[config.mk]
export PLATFORM = sky130hd
export DESIGN_NAME = sim_ctrl_device
export DESIGN_NICKNAME = d
export VERILOG_FILES = /design/src/rtl/sim_ctrl_pkg.sv /design/src/rtl/sim_ctrl_fifo.sv /design/src/rtl/sim_ctrl_device.sv
export SDC_FILE = /design/constraint.sdc
export NUM_CORES = 1
export LEC_CHECK = 0
export CORE_MARGIN = 4
export CORE_UTILIZATION = 56
export DETAILED_ROUTE_END_ITERATION = 16
export HOLD_SLACK_MARGIN = 0.06
export PLACE_DENSITY = 0.83
export SLEW_MARGIN = 20
export SYNTH_ARGS = -nofsm -noshare
export SYNTH_HDL_FRONTEND = slang
export SYNTH_HIERARCHICAL = 1
export SYNTH_SLANG_ARGS = --single-unit
[constraint.sdc]
create_clock -name clock -period 4.2 [get_ports clock]
set_input_delay 1.26 -clock clock [delete_from_list [all_inputs] [get_ports clock]]
set_output_delay 1.26 -clock clock [all_outputs]
set_load 0.02 [all_outputs]
[src/rtl/sim_ctrl_pkg.sv]
// Shared definitions for the simulation-control peripheral: register map and
// STATUS bit layout.
package sim_ctrl_pkg;

    typedef enum logic [1:0] {
        OFF_RESULT  = 2'd0,
        OFF_CONSOLE = 2'd1,
        OFF_CYCLES  = 2'd2,
        OFF_STATUS  = 2'd3
    } reg_off_e;

    localparam int unsigned ST_DONE      = 0;
    localparam int unsigned ST_PASS      = 1;
    localparam int unsigned ST_TIMEOUT   = 2;
    localparam int unsigned ST_OVERFLOW  = 3;
    localparam int unsigned ST_COUNT_LSB = 8;
    localparam int unsigned ST_COUNT_W   = 8;

    // Expand byte-lane enables into a 32-bit bit mask.
    function automatic logic [31:0] be_mask(input logic [3:0] be);
        return {{8{be[3]}}, {8{be[2]}}, {8{be[1]}}, {8{be[0]}}};
    endfunction

endpackage

[src/rtl/sim_ctrl_fifo.sv]
// Synchronous FIFO with extra-bit pointers; a push while full is accepted only
// when a pop happens in the same cycle.
module sim_ctrl_fifo #(
    parameter int unsigned WIDTH = 8,
    parameter int unsigned DEPTH = 16
) (
    input  logic             clock,
    input  logic             reset,
    input  logic             push,
    input  logic             pop,
    input  logic [WIDTH-1:0] wdata,
    output logic [WIDTH-1:0] rdata,
    output logic             full,
    output logic             empty,
    output logic [7:0]       count
);

    localparam int unsigned IDX_W = $clog2(DEPTH);
    localparam int unsigned PTR_W = IDX_W + 1;

    logic [WIDTH-1:0] mem [DEPTH];
    logic [PTR_W-1:0] wr_ptr;
    logic [PTR_W-1:0] rd_ptr;
    logic [PTR_W-1:0] fill;
    logic             do_push;
    logic             do_pop;

    assign empty   = (wr_ptr == rd_ptr);
    assign full    = (wr_ptr[IDX_W-1:0] == rd_ptr[IDX_W-1:0]) &&
                     (wr_ptr[IDX_W] != rd_ptr[IDX_W]);
    assign do_pop  = pop && !empty;
    assign do_push = push && (!full || do_pop);
    assign fill    = wr_ptr - rd_ptr;
    assign count   = 8'(fill);
    // Masked so the head reads 0 whenever nothing is queued, including after reset.
    assign rdata   = empty ? '0 : mem[rd_ptr[IDX_W-1:0]];

    always_ff @(posedge clock) begin
        if (reset) begin
            wr_ptr <= '0;
            rd_ptr <= '0;
        end else begin
            if (do_push) wr_ptr <= wr_ptr + PTR_W'(1);
            if (do_pop)  rd_ptr <= rd_ptr + PTR_W'(1);
        end
    end

    always_ff @(posedge clock) begin
        if (do_push) mem[wr_ptr[IDX_W-1:0]] <= wdata;
    end

endmodule

[src/rtl/sim_ctrl_device.sv]
// Bus-attached simulation-control peripheral: result register, console FIFO,
// cycle counter and watchdog behind a 16-byte register window.
module sim_ctrl_device
    import sim_ctrl_pkg::*;
#(
    parameter logic [31:0]  BASE_ADDR      = 32'hffff_fff0,
    parameter int unsigned  TIMEOUT_CYCLES = 100000,
    parameter int unsigned  FIFO_DEPTH     = 16,
    parameter int unsigned  CNT_WIDTH      = 32
) (
    input  logic        clock,
    input  logic        reset,
    input  logic [31:0] bus_address,
    input  logic [31:0] bus_write_data,
    input  logic [3:0]  bus_byte_enable,
    input  logic        bus_read_enable,
    input  logic        bus_write_enable,
    output logic [31:0] bus_read_data,
    output logic        con_valid,
    output logic [7:0]  con_data,
    input  logic        con_ready,
    output logic        done,
    output logic        pass,
    output logic        timeout
);

    logic                 hit;
    reg_off_e             off;
    logic                 wr_hit;
    logic                 rd_hit;
    logic                 result_set;
    logic                 wd_fire;
    logic                 push_req;
    logic                 pop;
    logic                 ovf_set;
    logic                 ovf_clr;
    logic                 done_next;
    logic                 overflow;
    logic                 fifo_full;
    logic                 fifo_empty;
    logic [7:0]           fifo_count;
    logic [CNT_WIDTH-1:0] counter;
    logic [31:0]          status;
    logic [31:0]          rd_mux;
    logic                 unused_bits;

    assign unused_bits = ^bus_address[1:0];

    // Address decode and per-register strobes.
    assign hit        = (bus_address[31:4] == BASE_ADDR[31:4]);
    assign off        = reg_off_e'(bus_address[3:2]);
    assign wr_hit     = bus_write_enable && hit;
    assign rd_hit     = bus_read_enable && hit;
    assign result_set = wr_hit && (off == OFF_RESULT) && (|bus_byte_enable) && !done;
    assign wd_fire    = (TIMEOUT_CYCLES != 0) && (counter == CNT_WIDTH'(TIMEOUT_CYCLES)) &&
                        !done && !result_set;
    assign push_req   = wr_hit && (off == OFF_CONSOLE) && bus_byte_enable[0];
    assign pop        = con_valid && con_ready;
    assign ovf_set    = push_req && fifo_full && !pop;
    assign ovf_clr    = wr_hit && (off == OFF_STATUS) && bus_byte_enable[0] &&
                        bus_write_data[ST_OVERFLOW];
    assign done_next  = done || result_set || wd_fire;
    assign con_valid  = !fifo_empty;

    sim_ctrl_fifo #(
        .WIDTH (8),
        .DEPTH (FIFO_DEPTH)
    ) u_fifo (
        .clock (clock),
        .reset (reset),
        .push  (push_req),
        .pop   (pop),
        .wdata (bus_write_data[7:0]),
        .rdata (con_data),
        .full  (fifo_full),
        .empty (fifo_empty),
        .count (fifo_count)
    );

    always_comb begin
        status                                 = '0;
        status[ST_DONE]                        = done;
        status[ST_PASS]                        = pass;
        status[ST_TIMEOUT]                     = timeout;
        status[ST_OVERFLOW]                    = overflow;
        status[ST_COUNT_LSB +: ST_COUNT_W]     = fifo_count;
    end

    always_comb begin
        rd_mux = '0;
        case (off)
            OFF_CYCLES: rd_mux = counter[31:0];
            OFF_STATUS: rd_mux = status;
            default:    rd_mux = '0;
        endcase
    end

    // Result/watchdog flags; a result write beats the watchdog in the same cycle.
    always_ff @(posedge clock) begin
        if (reset) begin
            done    <= 1'b0;
            pass    <= 1'b0;
            timeout <= 1'b0;
        end else if (result_set) begin
            done    <= 1'b1;
            pass    <= |(bus_write_data & be_mask(bus_byte_enable));
        end else if (wd_fire) begin
            done    <= 1'b1;
            pass    <= 1'b0;
            timeout <= 1'b1;
        end
    end

    always_ff @(posedge clock) begin
        if (reset)        overflow <= 1'b0;
        else if (ovf_set) overflow <= 1'b1;
        else if (ovf_clr) overflow <= 1'b0;
    end

    // Counter freezes on the same edge that sets done and saturates at all-ones.
    always_ff @(posedge clock) begin
        if (reset)                            counter <= '0;
        else if (!done_next && (counter != '1)) counter <= counter + CNT_WIDTH'(1);
    end

    always_ff @(posedge clock) begin
        if (reset)       bus_read_data <= '0;
        else if (rd_hit) bus_read_data <= rd_mux;
    end

endmodule

* After elaboration in Yosys (flattened, before gate mapping) *
Memories as Yosys holds them, arrays and structs flattened. A register that Yosys moved wholly into a read port is not among the register bits.
Cells that the tools add are included.

cells by class
  add/subtract/negate cells = 4
  equality and inequality tests = 9
  muxes and demuxes = 12
  bitwise gates (word level) = 2
  reductions and logical operators = 34

operator list
  operator               count
  $pmux 32 s2            1
  $add 32x1->32 const B  1
  $and 32x32->32         1
  $eq 32x17->1 const B   1
  $ne 32x32->1 const B   1
  $reduce_or 32->1       1
  $eq 28x28->1 const B   1
  $logic_and 1x1->1      19
  $add 5x1->5 const B    2
  $mux 1                 8
  $mux 4                 2
  $mux 8                 1
  $logic_not 1->1        6
  $eq 5x5->1             1
  $sub 5x5->5            1
  $eq 2x2->1 const B     2
  $eq 4x4->1             1
  $reduce_bool 2->1      2
  $reduce_or 4->1        1
  $logic_or 1x1->1       3
  $eq 2x1->1 const B     1
  $logic_not 2->1        1
  $reduce_and 2->1       1
  $ne 1x1->1             1
  $not 1->1              1

storage, ports and cells
  register bits = 78
  memory bits (writable) = 128
  input bits = 73
  output and inout bits = 44
  memories kept = 1

memories
  name        depth  bits a word  read ports  clocked after memory_dff  write ports  RTL line             source
  u_fifo.mem  16     8            1           1                         1            sim_ctrl_fifo.sv:21  logic [WIDTH-1:0] mem [DEPTH];

* Logic depth before layout (Yosys ltp) *
Gate-level depths: netlist (run 1).

  word-level depth = 10
  depth in mapped cells = 11
  mapped depth without buffers = 10

* Modules after synthesis *
Netlist (run 1), hierarchy kept.

modules (own cells, without submodules)
  module           instances  cells an instance  area an instance (µm²)
  sim_ctrl_fifo    1          308                5818.1
  sim_ctrl_device  1          434                3468.3

* Least setup slack after synthesis (run 1) *
OpenSTA, ideal clock, no wires.

  path type = input to register
  from = in bus_address[30]
  to = mem u_fifo.mem[10][0], enable pin
  data arrival time = 3047 ps
  data required time = 3868 ps
  setup slack = 821 ps
  stages = 8
  path buffers = 1
  path through = nand4_1 nor4_1 and4_1 nand3_1 nor2_1 o31a_1 clkbuf_1 and3_1

between the ends
  longest elaborated chain between the ends = 7

RTL lines
  item                            RTL line               source
  start, declared                 sim_ctrl_device.sv:13  input logic [31:0] bus_address,
  $eq 28x28->1                    sim_ctrl_device.sv:50  assign hit = (bus_address[31:4] == BASE_ADDR[31:4]);
  $logic_and 1x1->1               sim_ctrl_device.sv:52  assign wr_hit = bus_write_enable && hit;
  $logic_and 1x1->1 (2 in a row)  sim_ctrl_device.sv:57  assign push_req = wr_hit && (off == OFF_CONSOLE) && bus_byte_enable[0];
  net push_req                    sim_ctrl_device.sv:33  logic push_req;
  $logic_and 1x1->1               sim_ctrl_fifo.sv:32    assign do_push = push && (!full || do_pop);
  $mux 1                          sim_ctrl_fifo.sv:49    if (do_push) mem[wr_ptr[IDX_W-1:0]] <= wdata;
  $mux 1 (not written as such)    sim_ctrl_fifo.sv:49
  end, declared                   sim_ctrl_fifo.sv:21

The timed path passes the listed nets, and every way through them passes these cells.

==> results of run 1 <==
-- cell type report --
type	count	share of cell area (%)
tap	216	2.37
timing repair buffer	140	12.0
multi-input combinational	472	30.9
clock inverter	15	1.27
inverter	16	0.527
clock buffer	23	4.77
sequential	210	48.2
-- routing by layer --
layer	global-route usage, %	up-vias	wire length (um)
li1	-	3085	-
met1	32.5	3356	9220
met2	46.1	290	12300
met3	4.04	41	1360
met4	5.65	0	478
met5	0	-	0
-- cells in the mapped netlist, drive strengths merged (18+ instances only) --
cell type / n / share of area [%]
edfxtp: 128 / 41
dfxtp: 82 / 18
a21oi: 60 / 3.2
nand2: 57 / 2.3
nand3: 44 / 2.4
nor2: 36 / 1.5
mux4: 32 / 7.9
clkbuf: 28 / 1.1
nand4: 23 / 1.9
mux2: 19 / 2.3
buf: 18 / 1.4
nor2b: 18 / 1.2
nor4: 18 / 1.3
-- worst max-delay path by stage --
stage | cells past startpoint | startpoint | slack, ns | endpoint
floorplan | 8 | bus_address[30] | 0.82 | u_fifo/mem[10][0]
global placement | 9 | bus_address[30] | 0.24 | u_fifo/mem[4][6]
detailed placement | 9 | bus_address[30] | 0.09 | u_fifo/mem[5][6]
CTS | 6 | flip-flop | 0.03 | con_data[0]
global route | 7 | u_fifo/wr_ptr[0] | 0.06 | con_data[2]
finish | 6 | flip-flop | 0.17 | con_data[4]
-- stage by stage --
stage | area [um2] | util (%) | instances | hold slack (ns)
global route | 11400 | 70.9 | 1092 | 0.482
global placement | 10700 | 66.6 | 1054 | 0.442
finish | 11400 | 70.9 | 1092 | 0.450
CTS | 11400 | 70.9 | 1092 | 0.453
floorplan | 9290 | - | 744 | 0.471
detailed placement | 10700 | 66.6 | 1054 | 0.445
-- logic make-up (layout without fill, tap and decap cells) --
logic type / count (synthesis) / count (layout) / synth area share, %
flip-flops: 210 / 210 / 59.1
XOR/XNOR: 11 / 11 / 1.04
adder cells (fa/ha/maj): 12 / 12 / 1.70
AO/OA/AOI/OAI: 114 / 114 / 7.30
buffers and inverters: 62 / 194 / 3.14
multiplexers: 62 / 62 / 11.5
AND/OR/NAND/NOR: 270 / 270 / 16.3
other: 1 / 3 / 0.0404
-- critical path, stage by stage (launching register included) --
cell	delay, ns
dfxtp_1	0.35
buf_12	0.23
mux4_2	0.56
nor2b_1	0.15
a211oi_1	0.30
a211oi_1	0.08
clkdlybuf4s50_1	0.57
-- state kept, by name, indices dropped and copies added, names as in the netlist, 5 cells and up, named ones only --
name and cells:
bus_read_data 32, counter 32, u_fifo/mem 128, u_fifo/rd_ptr 5, u_fifo/wr_ptr 5
-- power breakdown --
| part | internal, uW | total (uW) | switching, uW | leakage [uW] |
|---|---|---|---|---|
| clock | 1070 | 1870 | 797 | 0.000345 |
| sequential | 2180 | 2190 | 3.26 | 0.00181 |
| combinational | 74.5 | 141 | 66.3 | 0.00164 |
-- cell usage in the layout, fill, tap and decap left out, drive strengths merged, types with 11 or more instances in the layout --
cell type        n
nand3           44
mux2            19
clkbuf          23
a211oi          17
dfxtp           82
o21ai           13
nand4           23
and3            16
o31ai           12
or4             12
a21oi           60
nor2b           18
clkdlybuf4s50  109
mux4            32
or3             11
ha              11
mux2i           11
nand2           57
inv             20
nor4            18
nor2            36
buf             27
edfxtp         128
==> results.md, run 1 <==
* DP Worst Slack at 0.0878 ns
* CORE AREA at 16100 um2
* Die height at 137 um
* Synth-to-Final Area Change at 22.6%
* Post-layout min period at 4.03 ns
* I/O pin total at 117
* Initial antenna violation count at 0
* Number of fill cells at 1055
* Status: finished, final reports clean
* Final setup violation count at 0
* FF+latch count, synth at 210
* Max-cap viol count at 0
* IO Port Bufs at 114
* Ys async rst share at 0%
* DR DRC count at 0
* Cells after Synth at 742
* Synth cell types at 57
* Pwr/cell area at 369 nW/um2
* Post-CTS sizing at 0
* Reg clk slew, reported paths at 0.06 ns
* Crit. End Element: output pin
* Routability cong. at 0.921
* Hold Path Class: flip-flop to flip-flop
* Final Hold Fails at 0
* FF/Latch Area at 5490 um2
* Max-slew headroom at 43.5%
* Worst VDD drop at 284 uV
* CTS H-tree depth at 1
* CTS tree: yes
* Layout Nets at 946
* Fmax at 248 MHz
* Clock Skew at 0.0146 ns
* Remaining Overflow, GRT at 0
* Pin count of the biggest net entering global routing at 48
* Max Fanout on Critical Path at 32
* R2R depth at 10
* Syn Area/Cell at 12.5 um2
* WL final at 23.4 mm
* Row count at 46
* Area of the die at 18700 um2
* Critical Path RT at 2.94 ns
* Die Wd at 137 um
* # diodes at 0
* Vias in the first global route at 6790
* Post-CTS Hold Buffers at 0
* Initial Util at 57.8%
* Fin crit share at 95.9%
* Sink Count at 210
* Global Route Usage Sum at 25.5%
* Clock root cell: clkbuf_16
* Hold Path Depth at 2
* RSZ-0062 raised after global routing: no
* Multi-input combinational cell area at 3520 um2
* Final worst-path setup slack at 0.172 ns
* Total CTS buffers at 21
* Warnings, synthesis at 6
* R2r setup slk at 1.27 ns
* Routed len/inst at 21.4 um
* Worst-Margin Slew at 0.847 ns
* 1st-iter DRT viols at 560
* Setup bufs post-CTS at 0
* First-pass GRT wire length at 37.3 mm
* R2r endpoint: u_fifo/mem[1][7]
* Detailed Place HPWL at 15.7 mm
* P_leak at 0.00380 uW
* Worst path arrival time at 2.77 ns
* Clock latency on the worst-skew pair at 0.50 ns
* DR vias at 6772
* Max-slew violations at 0
* DR vias/cell at 6.20
* Drt first pass iters at 5
* Share of cells above drive strength 1 at 12.9%
* Crit Path Class: flip-flop to output pin
* Synth Flop Type: edfxtp_1
* CP Launch Type: flip-flop
* Reg-to-Reg Start: u_fifo/wr_ptr[0]
* Hold Crit Start: bus_read_data[28]
* Power Total at 4200 uW
* Mapped cell area at 9290 um2
* Detail Route Antenna Nets at 0
* Sequential share of the synthesized area at 59.1%
* CTS Buffer Depth at 3
* Worst Hold End: bus_read_data[28]
* Final setup TNS at 0 ns
* EDFF count, synth at 128
Power figures use the tool's default switching activity.
==> run 2, diff against run 1 <==
ABC_AREA = 0   (was default)
==> results of run 2 <==
Final layout, timing and power as in run 1 (identical DEF).
==> run 3, diff against run 2 <==
--- a/config.mk
+++ b/config.mk
@@ -13,2 +13,3 @@
 export PLACE_DENSITY = 0.83
+export REMOVE_ABC_BUFFERS = 1
 export SLEW_MARGIN = 20
--- a/constraint.sdc
+++ b/constraint.sdc
@@ -3,2 +3,2 @@
 set_output_delay 1.26 -clock clock [all_outputs]
-set_load 0.02 [all_outputs]
+set_load 0.1 [all_outputs]
==> results.md, run 3 (synthesis results as in run 1) <==
* CTS Buffer Depth at 3 (unchanged)
* Crit Path Class: flip-flop to output pin (unchanged)
* Crit. End Element: output pin (unchanged)
* # diodes at 0 (unchanged)
* Worst VDD drop at 242 uV (was 284 uV)
* Status: finished, final reports clean (unchanged)
* Hold Path Class: flip-flop to flip-flop (unchanged)
* 1st-iter DRT viols at 516 (was 560)
* CP Capture Point: con_data[1] (was con_data[4])
* Post-layout min period at 4.01 ns (was 4.03 ns)
* Row count at 46 (unchanged)
* Fmax at 249 MHz (was 248 MHz)
* Reg-to-Reg Start: u_fifo/wr_ptr[0] (unchanged)
* R2r endpoint: u_fifo/wr_ptr[4] (was u_fifo/mem[1][7])
* CORE AREA at 16100 um2 (unchanged)
* Synth-to-Final Area Change at 23.5% (was 22.6%)
* Global Route Usage Sum at 24.3% (was 25.5%)
* Routability cong. at 0.934 (was 0.921)
* R2r setup slk at 1.31 ns (was 1.27 ns)
* RSZ-0062 raised after global routing: no (unchanged)
* Worst-Margin Slew at 0.998 ns (was 0.847 ns)
* P_leak at 0.00379 uW (was 0.00380 uW)
* Worst path arrival time at 2.75 ns (was 2.77 ns)
* I/O pin total at 117 (unchanged)
* Area of the die at 18700 um2 (unchanged)
* Final setup violation count at 0 (unchanged)
* Layout Nets at 950 (was 946)
* First-pass GRT wire length at 35.8 mm (was 37.3 mm)
* Detail Route Antenna Nets at 0 (unchanged)
* Final worst-path setup slack at 0.189 ns (was 0.172 ns)
* Final Hold Fails at 0 (unchanged)
* DP Worst Slack at 0.126 ns (was 0.0878 ns)
* Initial Util at 57.8% (unchanged)
* Most frequent cells in the layout: edfxtp_1, clkdlybuf4s50_1, dfxtp_1 (unchanged)
* Fin crit share at 95.5% (was 95.9%)
* CTS H-tree depth at 1 (unchanged)
* Clock latency on the worst-skew pair at 0.50 ns (about the same)
* Post-CTS sizing at 0 (unchanged)
* CTS tree: yes (unchanged)
* Pin count of the biggest net entering global routing at 47 (was 48)
* Drt first pass iters at 6 (was 5)
* Die Wd at 137 um (unchanged)
* Remaining Overflow, GRT at 0 (unchanged)
* Initial antenna violation count at 0 (unchanged)
* Die height at 137 um (unchanged)
* DR vias at 6721 (was 6772)
* DR DRC count at 0 (unchanged)
* Routed len/inst at 20.2 um (was 21.4 um)
* Max Fanout on Critical Path at 19 (was 32)
* Leading cell type in the layout, fill and taps excluded: edfxtp_1 (unchanged)
* DR vias/cell at 6.13 (was 6.20)
* Critical Path RT at 2.94 ns (about the same)
* Share of cells above drive strength 1 at 14.2% (was 12.9%)
* Non-filler cells, final at 1096 (was 1092)
* Max-cap viol count at 0 (unchanged)
* Post-CTS Hold Buffers at 0 (unchanged)
* Max reg flops at 128 (unchanged)
* Reg clk slew, reported paths at 0.06 ns (about the same)
* Setup bufs post-CTS at 0 (unchanged)
* Placed insts at 1058 (was 1054)
* Clock root cell: clkbuf_16 (unchanged)
* WL final at 22.1 mm (was 23.4 mm)
* IO Port Bufs at 114 (unchanged)
* Clock Skew at 0.0257 ns (was 0.0146 ns)
* Detailed Place HPWL at 15.0 mm (was 15.7 mm)
* Vias in the first global route at 6824 (was 6790)
* CP Launch Type: flip-flop (unchanged)
* Total CTS buffers at 21 (unchanged)
* R2R depth at 11 (was 10)
* Max-slew violations at 0 (unchanged)
* Max-slew headroom at 33.3% (was 43.5%)
* Pwr/cell area at 363 nW/um2 (was 369 nW/um2)
* Sink Count at 210 (unchanged)
run 3: how the worst min path moves through the flow:
stage / from / slack [ns] / end / cells after the start
after floorplan: overflow / 0.46 / overflow / 2
after global placement: bus_read_data[26] / 0.44 / bus_read_data[26] / 2
after detailed placement: bus_read_data[30] / 0.44 / bus_read_data[30] / 2
after CTS: bus_read_data[30] / 0.45 / bus_read_data[30] / 2
after global routing: bus_read_data[18] / 0.49 / bus_read_data[18] / 2
final: bus_read_data[30] / 0.45 / bus_read_data[30] / 2
run 3: layout make-up:
cell class | count | area [um2]
Sequential cell | 210 | 5490
Fill cell | 1041 | 4590
Tap cell | 216 | 270
Timing Repair Buffer | 144 | 1440
Clock inverter | 12 | 95.1
Inverter | 16 | 60.1
Multi-Input combinational cell | 472 | 3520
Clock buffer | 26 | 596
run 3: layer usage:
metal	up-vias	GRT usage, %	share of wire (%)
met5	-	0	0
met4	0	4.38	1.0
met3	20	4.26	6.8
met2	298	44.7	53
met1	3318	30.5	39
li1	3085	-	-
run 3: through the flow:
step           TNS [ns]  total power (uW)  cell area, um2  utilization, %  hold slack, ns
6_report              0              4160           11500            71.4           0.453
5_1_grt               0              4310           11500            71.4           0.486
4_1_cts               0              4190           11500            71.4           0.452
3_5_place_dp          0              2370           10800            67.1           0.443
3_3_place_gp          0              2360           10800            67.1           0.440
2_1_floorplan     -8.90              2250            9060               -           0.463
run 3: worst max-delay path: stages, from the launching register on:
cell      delay, ns
dfxtp_1        0.54
buf_6          0.30
mux4_1         0.64
a211oi_1       0.41
a211oi_1       0.14
buf_12         0.23
run 3: power by group:
group	total (uW)	switching, uW	internal (uW)	leakage, uW
Clock	1840	766	1070	0.000354
Sequential	2190	3.70	2180	0.00181
Combinational	136	62.1	73.9	0.00162
Total	4160	832	3330	0.00379
